**config.mk**
```make
export PLATFORM = sky130hd
export DESIGN_NAME = uart_rx_fifo_param
export DESIGN_NICKNAME = d
export VERILOG_FILES = /design/src/rtl/uart_rx_fifo_param_pkg.sv /design/src/rtl/uart_rx_fifo_param_fifo.sv /design/src/rtl/uart_rx_fifo_param.sv
export SDC_FILE = /design/constraint.sdc
export NUM_CORES = 1
export LEC_CHECK = 0
export BUFFER_PORTS_ARGS = -buffer_cell sky130_fd_sc_hd__buf_2
export CAP_MARGIN = 20
export CORE_MARGIN = 8
export CORE_UTILIZATION = 29
export CTS_BUF_LIST = sky130_fd_sc_hd__clkbuf_4 sky130_fd_sc_hd__clkbuf_8
export DETAILED_ROUTE_END_ITERATION = 10
export SETUP_SLACK_MARGIN = 0.02
export SYNTH_ARGS = -nofsm -noshare
export SYNTH_HDL_FRONTEND = slang
export SYNTH_HIERARCHICAL = 1
export SYNTH_SLANG_ARGS = --single-unit
```
**constraint.sdc**
```tcl
create_clock -name clock_50M -period 4.3 [get_ports clock_50M]
set_clock_uncertainty 0.2 [all_clocks]
set_input_delay 0.645 -clock clock_50M [delete_from_list [all_inputs] [get_ports clock_50M]]
set_output_delay 0.645 -clock clock_50M [all_outputs]
set_load 0.005 [all_outputs]
```
**src/rtl/uart_rx_fifo_param_pkg.sv**
```systemverilog
// Shared UART encodings: parity modes, receiver FSM states and the default bit period.
package uart_rx_fifo_param_pkg;

  localparam int PARITY_NONE = 0;
  localparam int PARITY_ODD  = 1;
  localparam int PARITY_EVEN = 2;

  // 50 MHz / 115200 baud, also used by the TX side
  localparam int CLK_DIV_50M_115200 = 434;

  typedef enum logic [2:0] {
    ST_IDLE   = 3'd0,
    ST_START  = 3'd1,
    ST_DATA   = 3'd2,
    ST_PARITY = 3'd3,
    ST_STOP   = 3'd4
  } rx_state_e;

endpackage

```
**src/rtl/uart_rx_fifo_param_fifo.sv**
```systemverilog
// First-word fall-through FIFO, synchronous active-low reset; shared by the RX and TX paths.
module uart_fifo #(
  parameter int WIDTH = 10,
  parameter int DEPTH = 4
) (
  input  logic             clk_i,
  input  logic             rst_ni,
  input  logic             push_i,
  input  logic [WIDTH-1:0] wdata_i,
  input  logic             pop_i,
  output logic [WIDTH-1:0] rdata_o,
  output logic             empty_o,
  output logic             full_o
);
  localparam int AW = $clog2(DEPTH);

  logic [WIDTH-1:0] mem_q [DEPTH];
  logic [AW-1:0]    wr_ptr_q, wr_ptr_d, rd_ptr_q, rd_ptr_d;
  logic [AW:0]      cnt_q, cnt_d;
  logic             do_push, do_pop;

  assign empty_o = (cnt_q == '0);
  assign full_o  = (cnt_q == (AW+1)'(DEPTH));
  assign do_pop  = pop_i && !empty_o;
  // A full FIFO still accepts a word when the head leaves in the same cycle
  assign do_push = push_i && (!full_o || do_pop);
  assign rdata_o = empty_o ? '0 : mem_q[rd_ptr_q];

  always_comb begin
    wr_ptr_d = wr_ptr_q;
    rd_ptr_d = rd_ptr_q;
    cnt_d    = cnt_q + (AW+1)'(do_push) - (AW+1)'(do_pop);
    if (do_push) wr_ptr_d = wr_ptr_q + 1'b1;
    if (do_pop)  rd_ptr_d = rd_ptr_q + 1'b1;
  end

  always_ff @(posedge clk_i) begin
    if (!rst_ni) begin
      wr_ptr_q <= '0;
      rd_ptr_q <= '0;
      cnt_q    <= '0;
    end else begin
      wr_ptr_q <= wr_ptr_d;
      rd_ptr_q <= rd_ptr_d;
      cnt_q    <= cnt_d;
    end
  end

  always_ff @(posedge clk_i) begin
    if (do_push) mem_q[wr_ptr_q] <= wdata_i;
  end

endmodule

```
**src/rtl/uart_rx_fifo_param.sv**
```systemverilog
// Parametrised UART receiver: 2-flop synchroniser, mid-bit sampling FSM, per-word error flags, FIFO.
module uart_rx_fifo_param
  import uart_rx_fifo_param_pkg::*;
#(
  parameter int CLK_DIV    = CLK_DIV_50M_115200,
  parameter int DATA_BITS  = 8,
  parameter int PARITY     = PARITY_NONE,
  parameter int STOP_BITS  = 1,
  parameter int FIFO_DEPTH = 4
) (
  input  logic                 clock_50M,
  input  logic                 n_rst,
  input  logic                 rx,
  input  logic                 rd_en,
  input  logic                 err_clr,
  output logic [DATA_BITS-1:0] rx_data,
  output logic                 rx_fe,
  output logic                 rx_pe,
  output logic                 empty,
  output logic                 full,
  output logic                 busy,
  output logic                 overrun
);
  localparam int W = DATA_BITS + 2;

  rx_state_e            state_q, state_d;
  logic                 s1_q, s2_q, rx_s;
  logic                 armed_q, armed_d;
  logic [15:0]          cnt_q, cnt_d;
  logic [3:0]           bit_cnt_q, bit_cnt_d;
  logic [DATA_BITS-1:0] data_q, data_d;
  logic                 pe_q, pe_d, fe_q, fe_d;
  logic                 overrun_q, overrun_d;
  logic                 push, tick;
  logic [W-1:0]         push_word, head_word;

  assign rx_s = s2_q;
  assign tick = (cnt_q == '0);
  assign busy = (state_q != ST_IDLE);
  assign push_word = {fe_q | ~rx_s, pe_q, data_q};

  always_comb begin
    state_d   = state_q;
    armed_d   = armed_q;
    cnt_d     = tick ? 16'(CLK_DIV - 1) : cnt_q - 16'd1;
    bit_cnt_d = bit_cnt_q;
    data_d    = data_q;
    pe_d      = pe_q;
    fe_d      = fe_q;
    push      = 1'b0;
    case (state_q)
      ST_IDLE: begin
        cnt_d = cnt_q;
        if (rx_s) armed_d = 1'b1;
        if (armed_q && !rx_s) begin
          state_d   = ST_START;
          cnt_d     = 16'(CLK_DIV / 2 - 1);
          bit_cnt_d = '0;
          pe_d      = 1'b0;
          fe_d      = 1'b0;
        end
      end
      ST_START: if (tick) state_d = rx_s ? ST_IDLE : ST_DATA;
      ST_DATA: if (tick) begin
        data_d    = {rx_s, data_q[DATA_BITS-1:1]};
        bit_cnt_d = bit_cnt_q + 4'd1;
        if (bit_cnt_q == 4'(DATA_BITS - 1)) begin
          bit_cnt_d = '0;
          state_d   = (PARITY != PARITY_NONE) ? ST_PARITY : ST_STOP;
        end
      end
      ST_PARITY: if (tick) begin
        pe_d    = ((^data_q) ^ rx_s) != (PARITY == PARITY_ODD);
        state_d = ST_STOP;
      end
      ST_STOP: if (tick) begin
        if (!rx_s) fe_d = 1'b1;
        bit_cnt_d = bit_cnt_q + 4'd1;
        if (bit_cnt_q == 4'(STOP_BITS - 1)) begin
          // Re-arm only once the line is seen high, so a break cannot retrigger
          push    = 1'b1;
          armed_d = 1'b0;
          state_d = ST_IDLE;
        end
      end
      default: state_d = ST_IDLE;
    endcase
  end

  always_comb begin
    overrun_d = overrun_q;
    if (err_clr) overrun_d = 1'b0;
    if (push && full && !rd_en) overrun_d = 1'b1;
  end

  always_ff @(posedge clock_50M) begin
    if (!n_rst) begin
      s1_q      <= 1'b1;
      s2_q      <= 1'b1;
      state_q   <= ST_IDLE;
      armed_q   <= 1'b0;
      cnt_q     <= '0;
      bit_cnt_q <= '0;
      data_q    <= '0;
      pe_q      <= 1'b0;
      fe_q      <= 1'b0;
      overrun_q <= 1'b0;
    end else begin
      s1_q      <= rx;
      s2_q      <= s1_q;
      state_q   <= state_d;
      armed_q   <= armed_d;
      cnt_q     <= cnt_d;
      bit_cnt_q <= bit_cnt_d;
      data_q    <= data_d;
      pe_q      <= pe_d;
      fe_q      <= fe_d;
      overrun_q <= overrun_d;
    end
  end

  uart_fifo #(
    .WIDTH (W),
    .DEPTH (FIFO_DEPTH)
  ) u_fifo (
    .clk_i   (clock_50M),
    .rst_ni  (n_rst),
    .push_i  (push),
    .wdata_i (push_word),
    .pop_i   (rd_en),
    .rdata_o (head_word),
    .empty_o (empty),
    .full_o  (full)
  );

  assign rx_fe   = head_word[W-1];
  assign rx_pe   = head_word[W-2];
  assign rx_data = head_word[DATA_BITS-1:0];
  assign overrun = overrun_q;

endmodule
```
==> results_dict.tcl, run 1 <==
set metrics [dict create \
    outcome "completed" \
    grt_max_degree 27 \
    place.gp.congestion 0.8518 \
    dieArea_um2 17650 \
    crit_slowest_cell "or4b_2" \
    viasPerCell 4.904 \
    p_clk_frac 0.263 \
    max_freq_ghz 0.2556 \
    grt_overflow 0 \
    cts_tree "built" \
    clock-root-buffer "clkbuf_8" \
    portBuffers 18 \
    yosysTopAreaCell "edfxtp_1" \
    antenna_cells 0 \
    crit_path_start_kind "register" \
    synth_seq_cells 86 \
    period_minus_slack_ns 3.912 \
    max_stage_delay_ns 0.66 \
    crit_chain "inv_1 > ha_1 > or4b_2 > or4_4 > nor3_1 > or2_1 > a21bo_1 > ha_1 > fa_1 > xnor2_1 > xnor2_1 > and2_1" \
    hold_path.class "reg -> reg" \
    vdd_drop_max_mv 0.1521 \
    worstReg2RegEnd "u_fifo/cnt_q[2]" \
    synthTopCellsByArea "edfxtp_1, dfxtp_1, mux4_2" \
    ys.warnings.count 6 \
    seqPwrFrac 0.495 \
    ioPinCount 19 \
    synth_seq_area_share 0.5360 \
    synthesis.nets 356 \
    routedWlPerCell_um 13.99 \
    power.leakage_nw 1.596 \
    dp_hpwl_mm 5.219 \
    syn_to_final_growth_pct 10.81 \
    cp_max_fo 12 \
    first_pass_iters 4 \
    wl_mm 7.542 \
    drive_above_1_share 0.1736 \
    hp-start "s1_q" \
    cp-endpoint "u_fifo/cnt_q[2]" \
    ys_async_sr_fraction 0 \
    antenna_found_initial 0 \
    register_area_um2 2122 \
    synth_edf_count 40 \
    grt_usage 0.08910 \
    hold_violations 0 \
    arrival_ns 3.96 \
    cts_buffer_depth 2 \
    end_kind "register" \
    antenna_left 0 \
    r2r_start "cnt_q[0]" \
    clk_pin_slew_worst_paths_ns 0.08 \
    fillCellCount 1323 \
    worst_pin_slew_ns 0.9164 \
    fp.dieH_um 132.8 \
    row_count 42 \
    critPathKind "reg -> reg" \
    synth.avg_cell_area_um2 11.61 \
    power-per-cell-area_nw_per_um2 434.4 \
    r2r_cells 12 \
    placed_cells 522 \
    post_cts_buffers 0 \
    synth_cells 341 \
    synth_area_um2 3959 \
    cts_hold_buf 0 \
    dr_total_vias 2643 \
    final_cells 539 \
    clkSinkCount 86 \
    multiInputGateArea_um2 1714 \
    ys_types 62 \
    htree_num_levels 3 \
    netSwitchingFraction 0.3008 \
    crit_start "cnt_q[0]" \
    critPathRequiredTime_ns 4.35 \
    rsz0062_at_grt "false" \
    synth_common_cells "dfxtp_1, edfxtp_1, nor2_1" \
    final-setup-viol-count 0 \
    p_switching_mw 0.5731 \
    nNetsFinal 373 \
    initial_core_util 0.2978 \
    drt_iter0_markers 189 \
    grt_pass1_vias 2552 \
    postLayoutCoreUtil 0.3299 \
    netlist.area_leader.share 0.3034 \
    detail_route.drc_violations 0 \
    placeableCoreArea_um2 13300 \
    finalMaxSlewViolations 0 \
    numCtsBuffers 9 \
    fin_setup_tns_ns 0 \
    grt_pass1_wl_mm 12.83 \
    p_comb_frac 0.242 \
    insertion_delay_ns 0.35 \
    power_mw 1.906 \
    post_cts_resized 0 \
    relSlewSlack 0.3840 \
    drv_cap 0 \
    die-width_um 132.8 \
    ys.flop_type "dfxtp_1" \
    p_int_mw 1.332 \
    fin_crit_sh 0.9097 \
    yosysMostFrequentCell "dfxtp_1" \
    r2r_slack_ns 0.39 \
]
[registers in the layout (all words and copies together) (netlist names), 2 cells and up, named ones only]
signal and count:
u_fifo/mem_q 40, u_fifo/wr_ptr_q 2, u_fifo/rd_ptr_q 2, data_q 8, u_fifo/cnt_q 3, bit_cnt_q 4
cnt_q 16, state_q 3
[per-layer routing]
metal / vias to the layer above / wire length (um) / track usage
li1: 1296 / - / -
met1: 1296 / 3572 / 0.1097
met2: 43 / 3562 / 0.1417
met3: 8 / 297 / 0.02044
met4: 0 / 110 / 0.04795
met5: - / 0 / 0
[power by group through the flow]
stage	Sequential (mW)	Combinational (mW)	Clock, mW
after CTS	0.945	0.457	0.526
final	0.943	0.462	0.501
after floorplan	0.926	0.379	0
after global routing	0.953	0.514	0.560
after detailed placement	0.964	0.454	0
after global placement	0.963	0.449	0
[worst min-delay path by stage]
| stage | end | slack (ns) | depth (start not counted) |
|---|---|---|---|
| after floorplan | rx_s | 0.19 | 1 |
| after global placement | rx_s | 0.19 | 1 |
| after detailed placement | rx_s | 0.20 | 1 |
| after CTS | rx_s | 0.22 | 1 |
| after global routing | rx_s | 0.25 | 1 |
| final | rx_s | 0.22 | 1 |
[layout make-up]
cell class	count	area share
sequential	86	0.4837
timing repair buffer	20	0.02481
tap	176	0.05020
clock buffer	9	0.02824
inverter	13	0.01112
multi-input combinational	228	0.3908
clock inverter	7	0.01112
[logic make-up (layout without fill, tap and decap cells)]
| group | Yosys count | count (layout) | synth area share |
|---|---|---|---|
| adders and majority gates | 10 | 10 | 0.03350 |
| DFF | 86 | 86 | 0.5360 |
| AOI/OAI and AO/OA | 60 | 60 | 0.1053 |
| buffers and inverters | 27 | 49 | 0.03097 |
| muxes | 22 | 22 | 0.08755 |
| xor gates and xnor gates | 11 | 11 | 0.02781 |
| and+or+nand+nor | 125 | 125 | 0.1789 |
[critical path, delay by kind of cell (launching register included)]
| family | cells | cell delay, ns |
|---|---|---|
| AOI/OAI and AO/OA | 1 | 0.21 |
| xor gates and xnor gates | 2 | 0.27 |
| adders and majority gates | 3 | 0.70 |
| buffers and inverters | 1 | 0.09 |
| DFF | 1 | 0.35 |
| and+or+nand+nor | 5 | 1.99 |
[cells in the final DEF, fill, tap and decap left out, drive strengths merged, types with 13 or more instances in the layout]
cell type | Yosys | final
buf | 4 | 20
edfxtp | 40 | 40
inv | 11 | 13
nand2 | 21 | 21
nor2 | 24 | 24
o21ai | 14 | 14
dfxtp | 46 | 46
a21oi | 18 | 18
nor3 | 16 | 16
[per-stage QoR]
stage	setup WS (ns)	instance area [um2]	hold slack (ns)
3_3_place_gp	0.4854	4203	0.1882
4_1_cts	0.3718	4375	0.2204
5_1_grt	0.1884	4387	0.2483
2_1_floorplan	0.7382	3959	0.1863
3_5_place_dp	0.4127	4203	0.2002
6_report	0.3882	4387	0.2192
No activity file was read; power rests on OpenSTA's default activity.
==> inputs of run 2 (changes only) <==
--- a/config.mk
+++ b/config.mk
@@ -11,6 +11,7 @@
 export CORE_UTILIZATION = 29
 export CTS_BUF_LIST = sky130_fd_sc_hd__clkbuf_4 sky130_fd_sc_hd__clkbuf_8
 export DETAILED_ROUTE_END_ITERATION = 10
+export PLACE_DENSITY = 0.54
 export SETUP_SLACK_MARGIN = 0.02
 export SYNTH_ARGS = -nofsm -noshare
 export SYNTH_HDL_FRONTEND = slang
==> run 2 against run 1 <==
  * Power increased by 4.3%
  * Sequential power is essentially flat
  * Clock power is 17% higher
  * Register-to-register slack gained 0.04 ns
  * Via count is 1.5% lower
==> results_dict.tcl, run 2 (synthesis gave the netlist of run 1 again) <==
set metrics [dict create \
    outcome "completed" \
    end_kind "register" \
    initial_core_util 0.2978 \
    period_minus_slack_ns 3.876 \
    viasPerCell 4.831 \
    worst_pin_slew_ns 0.8274 \
    top_regs "u_fifo/mem_q x40, cnt_q x16, data_q x8" \
    post_cts_resized 0 \
    p_clk_frac 0.296 \
    top_register "u_fifo/mem_q" \
    p_comb_frac 0.229 \
    grt_pass1_vias 2532 \
    fp.dieH_um 132.8 \
    ioPinCount 19 \
    p_switching_mw 0.5914 \
    placeableCoreArea_um2 13300 \
    grt_pass1_wl_mm 12.93 \
    hold_end "rx_s" \
    hold_depth 1 \
    row_count 42 \
    final-setup-viol-count 0 \
    cts_buffer_depth 2 \
    insertion_delay_ns 0.36 \
    dp_hpwl_mm 5.216 \
    htree_num_levels 3 \
    arrival_ns 3.94 \
    hold_path.class "reg -> reg" \
    critPathRequiredTime_ns 4.36 \
    antenna_left 0 \
    portBuffers 18 \
    netSwitchingFraction 0.2975 \
    wl_mm 7.610 \
    fillCellCount 1335 \
    nNetsFinal 373 \
    syn_to_final_growth_pct 11.60 \
    post_dp_cell_area_um2 4203 \
    fin_crit_sh 0.9014 \
    die-width_um 132.8 \
    crit_path_start_kind "register" \
    antenna_cells 0 \
    routedWlPerCell_um 14.12 \
    clk_pin_slew_worst_paths_ns 0.09 \
    grt_max_degree 27 \
    mostFrequentLayoutCells "dfxtp_1, edfxtp_1, nor2_1" \
    largest_reg_flops 40 \
    seqPwrFrac 0.475 \
    detail_route.drc_violations 0 \
    clkSinkCount 86 \
    antenna_found_initial 0 \
    fin_setup_tns_ns 0 \
    relSlewSlack 0.4438 \
    critPathKind "reg -> reg" \
    drv_cap 0 \
    crit_start "cnt_q[0]" \
    first_pass_iters 4 \
    grt_usage 0.09030 \
    place.gp.congestion 0.8193 \
    clock-root-buffer "clkbuf_8" \
    r2r_cells 12 \
    r2r_start "cnt_q[0]" \
    vdd_drop_max_mv 0.1498 \
    cts_tree "built" \
    drive_above_1_share 0.1763 \
    finalMaxSlewViolations 0 \
    rsz0062_at_grt "false" \
    cts_hold_buf 0 \
    power.leakage_nw 1.606 \
    hp-start "s1_q" \
    design_area_um2 4418 \
    layout_commonest_cell "dfxtp_1" \
    numCtsBuffers 9 \
    max_freq_ghz 0.2580 \
    cp_max_fo 12 \
    worstReg2RegEnd "u_fifo/cnt_q[2]" \
    p_int_mw 1.396 \
    dr_total_vias 2604 \
    hold_violations 0 \
    dieArea_um2 17650 \
    grt_overflow 0 \
    r2r_slack_ns 0.42 \
    power-per-cell-area_nw_per_um2 449.9 \
    drt_iter0_markers 182 \
    post_cts_buffers 0 \
]
-- run 2: per-layer routing --
layer	GRT usage	vias to the layer above	part of all wire
li1	-	1297	-
met1	0.1141	1260	0.47
met2	0.1412	40	0.48
met3	0.03369	7	0.040
met4	0.02461	0	0.0088
met5	0	-	0
-- run 2: through the flow --
stage | power (mW) | setup slack (ns) | hold slack (ns) | utilization | std cells
after global placement | 1.415 | 0.4685 | 0.1882 | 0.3161 | 522
after global routing | 2.113 | 0.2578 | 0.2360 | 0.3323 | 539
after floorplan | 1.305 | 0.7382 | 0.1863 | - | 341
final | 1.988 | 0.4240 | 0.2149 | 0.3323 | 539
after CTS | 2.013 | 0.3882 | 0.2201 | 0.3315 | 538
after detailed placement | 1.418 | 0.3859 | 0.1972 | 0.3161 | 522
-- run 2: worst max-delay path by stage --
stage                 endpoint  slack [ns]  cells after the start
2_1_floorplan  u_fifo/cnt_q[2]        0.74                     12
3_3_place_gp   u_fifo/cnt_q[2]        0.47                     12
3_5_place_dp   u_fifo/cnt_q[2]        0.39                     12
4_1_cts        u_fifo/cnt_q[2]        0.39                     12
5_1_grt        u_fifo/cnt_q[2]        0.26                     12
6_report       u_fifo/cnt_q[2]        0.42                     12
-- run 2: power groups by stage --
stage               Clock [mW]  Sequential [mW]  Combinational, mW
finish                   0.588            0.944              0.455
global route             0.648            0.955              0.510
CTS                      0.613            0.947              0.453
detailed placement           0            0.966              0.453
global placement             0            0.963              0.452
floorplan                    0            0.926              0.379
-- run 2: final cells by class --
| type | instances | area [um2] | area share |
|---|---|---|---|
| Multi-Input combinational cell | 228 | 1714 | 0.3880 |
| Sequential cell | 86 | 2122 | 0.4803 |
| Inverter | 13 | 48.80 | 0.01105 |
| Clock buffer | 9 | 123.9 | 0.02804 |
| Tap cell | 176 | 220.2 | 0.04984 |
| Clock inverter | 7 | 80.08 | 0.01813 |
| Timing Repair Buffer | 20 | 108.9 | 0.02464 |
-- run 2: worst max-delay path, cell delays in order, from the launching register on --
cell     delay (ns)
dfxtp_1        0.35
inv_1          0.09
ha_1           0.14
or4b_2         0.65
or4_4          0.61
nor3_1         0.37
or2_1          0.20
a21bo_1        0.21
ha_1           0.18
fa_1           0.38
xnor2_1        0.14
xnor2_1        0.12
and2_1         0.14
==> inputs of run 3 (changes only) <==
--- a/config.mk
+++ b/config.mk
@@ -7,6 +7,7 @@
 export LEC_CHECK = 0
 export BUFFER_PORTS_ARGS = -buffer_cell sky130_fd_sc_hd__buf_2
 export CAP_MARGIN = 20
+export CORE_ASPECT_RATIO = 1.1
 export CORE_MARGIN = 8
 export CORE_UTILIZATION = 29
 export CTS_BUF_LIST = sky130_fd_sc_hd__clkbuf_4 sky130_fd_sc_hd__clkbuf_8
==> run 3 against run 2 <==
  * Flip-flop and latch count stayed put
  * Sequential power barely moved
  * Die area hardly changed
  * Combinational power is 3% higher
  * Clock power shrank 9.9%
  * Via count up 0.65%
  * Maximum frequency up 1.4%
  * Power down 2.4%
  * Final cell count is 1.9% higher
  * Critical path type unchanged
  * Critical endpoint unchanged
  * Largest cell class unchanged
==> results_dict.tcl, run 3 (synthesis gave the netlist of run 1 again) <==
set metrics [dict create \
    outcome "completed" \
    cts_tree "built" \
    nNetsFinal 375 \
    period_minus_slack_ns 3.823 \
    cts_hold_buf 0 \
    grt_overflow 0 \
    antenna_cells 0 \
    drive_above_1_share 0.1781 \
    rsz0062_at_grt "false" \
    crit_start "cnt_q[0]" \
    worstReg2RegEnd "u_fifo/cnt_q[2]" \
    end_kind "register" \
    portBuffers 18 \
    post_cts_buffers 0 \
    p_clk_frac 0.273 \
    power.leakage_nw 1.600 \
    grt_usage 0.09103 \
    relSlewSlack 0.4630 \
    r2r_slack_ns 0.48 \
    row_count 44 \
    crit_slowest_cell "or4b_2" \
    fin_setup_tns_ns 0 \
    htree_num_levels 3 \
    numCtsBuffers 9 \
    layout_commonest_cell "dfxtp_1" \
    fp.dieH_um 138.5 \
    final-setup-viol-count 0 \
    final_cells 549 \
    cp-endpoint "u_fifo/cnt_q[2]" \
    top_register "u_fifo/mem_q" \
    dp_hpwl_mm 5.225 \
    max_freq_ghz 0.2616 \
    crit_path_start_kind "register" \
    multiInputGateArea_um2 1714 \
    routedWlPerCell_um 14.01 \
    drt_iter0_markers 179 \
    crit_chain "inv_1 > ha_1 > or4b_2 > or4_4 > nor3_1 > or2_1 > a21bo_1 > ha_1 > fa_1 > xnor2_1 > xnor2_1 > and2_1" \
    cp_max_fo 12 \
    die-width_um 127.4 \
    hold_path.class "reg -> reg" \
    placed_cells 532 \
    dieArea_um2 17650 \
    finalMaxSlewViolations 0 \
    clkSinkCount 86 \
    largest_reg_flops 40 \
    hold_violations 0 \
    post_cts_resized 0 \
    grt_max_degree 27 \
    antenna_found_initial 0 \
    netSwitchingFraction 0.3081 \
    mostFrequentLayoutCells "dfxtp_1, edfxtp_1, nor2_1" \
    initial_core_util 0.2984 \
    design_area_um2 4419 \
    top_regs "u_fifo/mem_q x40, cnt_q x16, data_q x8" \
    viasPerCell 4.774 \
    clk_pin_slew_worst_paths_ns 0.09 \
    r2r_cells 12 \
    seqPwrFrac 0.486 \
    grt_pass1_vias 2637 \
    post_dp_cell_area_um2 4228 \
    p_switching_mw 0.5977 \
    p_comb_frac 0.241 \
    clock-root-buffer "clkbuf_8" \
    antenna_left 0 \
    register_area_um2 2122 \
    cts_buffer_depth 2 \
    fin_crit_sh 0.8890 \
    arrival_ns 3.87 \
    critPathRequiredTime_ns 4.35 \
    insertion_delay_ns 0.35 \
    drv_cap 0 \
    syn_to_final_growth_pct 11.63 \
    place.gp.congestion 0.8039 \
    first_pass_iters 4 \
    placeableCoreArea_um2 13270 \
    power-per-cell-area_nw_per_um2 439.0 \
    wl_mm 7.689 \
    dr_total_vias 2621 \
    ioPinCount 19 \
    fillCellCount 1349 \
    detail_route.drc_violations 0 \
    grt_pass1_wl_mm 13.12 \
    vdd_drop_max_mv 0.1195 \
    max_stage_delay_ns 0.65 \
    p_int_mw 1.342 \
    critPathKind "reg -> reg" \
    worst_pin_slew_ns 0.8006 \
    r2r_start "cnt_q[0]" \
]
-- run 3: power by group through the flow --
stage	registers (mW)	logic, mW	clock network, mW
floorplan	0.926	0.379	0
global placement	0.964	0.460	0
detailed placement	0.966	0.464	0
CTS	0.947	0.464	0.551
global route	0.955	0.523	0.593
finish	0.943	0.467	0.530
-- run 3: worst min path at each step --
stage          start    to  slack, ns  cells past startpoint
2_1_floorplan   s1_q  rx_s       0.19                      1
3_3_place_gp    s1_q  rx_s       0.19                      1
3_5_place_dp    s1_q  rx_s       0.20                      1
4_1_cts         s1_q  rx_s       0.23                      1
5_1_grt         s1_q  rx_s       0.24                      1
6_report        s1_q  rx_s       0.22                      1
-- run 3: per-stage QoR --
step                utilization  total power [mW]  hold slack [ns]  worst slack, ns
finish                   0.3331             1.940           0.2213           0.4774
global route             0.3331             2.071           0.2367           0.2641
CTS                      0.3322             1.961           0.2276           0.4705
detailed placement       0.3187             1.430           0.2034           0.4743
global placement         0.3187             1.424           0.1911           0.5591
floorplan                     -             1.305           0.1863           0.7382
-- run 3: final cells by class --
cell class / instances / share of cell area
multi-input cells: 228 / 0.3879
flip-flops and latches: 86 / 0.4802
inverters: 13 / 0.01104
well taps: 184 / 0.05210
repair buffers: 22 / 0.02803
clock buffers: 9 / 0.02803
clock inverters: 7 / 0.01274
-- run 3: critical path: cells and delay by family (launching register included) --
kind | cells | cell delay (ns)
flops | 1 | 0.36
fa+ha+maj | 3 | 0.71
simple gates | 5 | 1.90
buf+inv | 1 | 0.09
xor+xnor | 2 | 0.27
compound gates | 1 | 0.21
-- run 3: per-layer routing --
layer	part of all wire	wire [um]	global-route usage	vias up
li1	-	-	-	1306
met1	0.49	3751	0.1158	1275
met2	0.47	3630	0.1457	28
met3	0.025	189	0.01885	12
met4	0.015	119	0.03950	0
met5	0	0	0	-
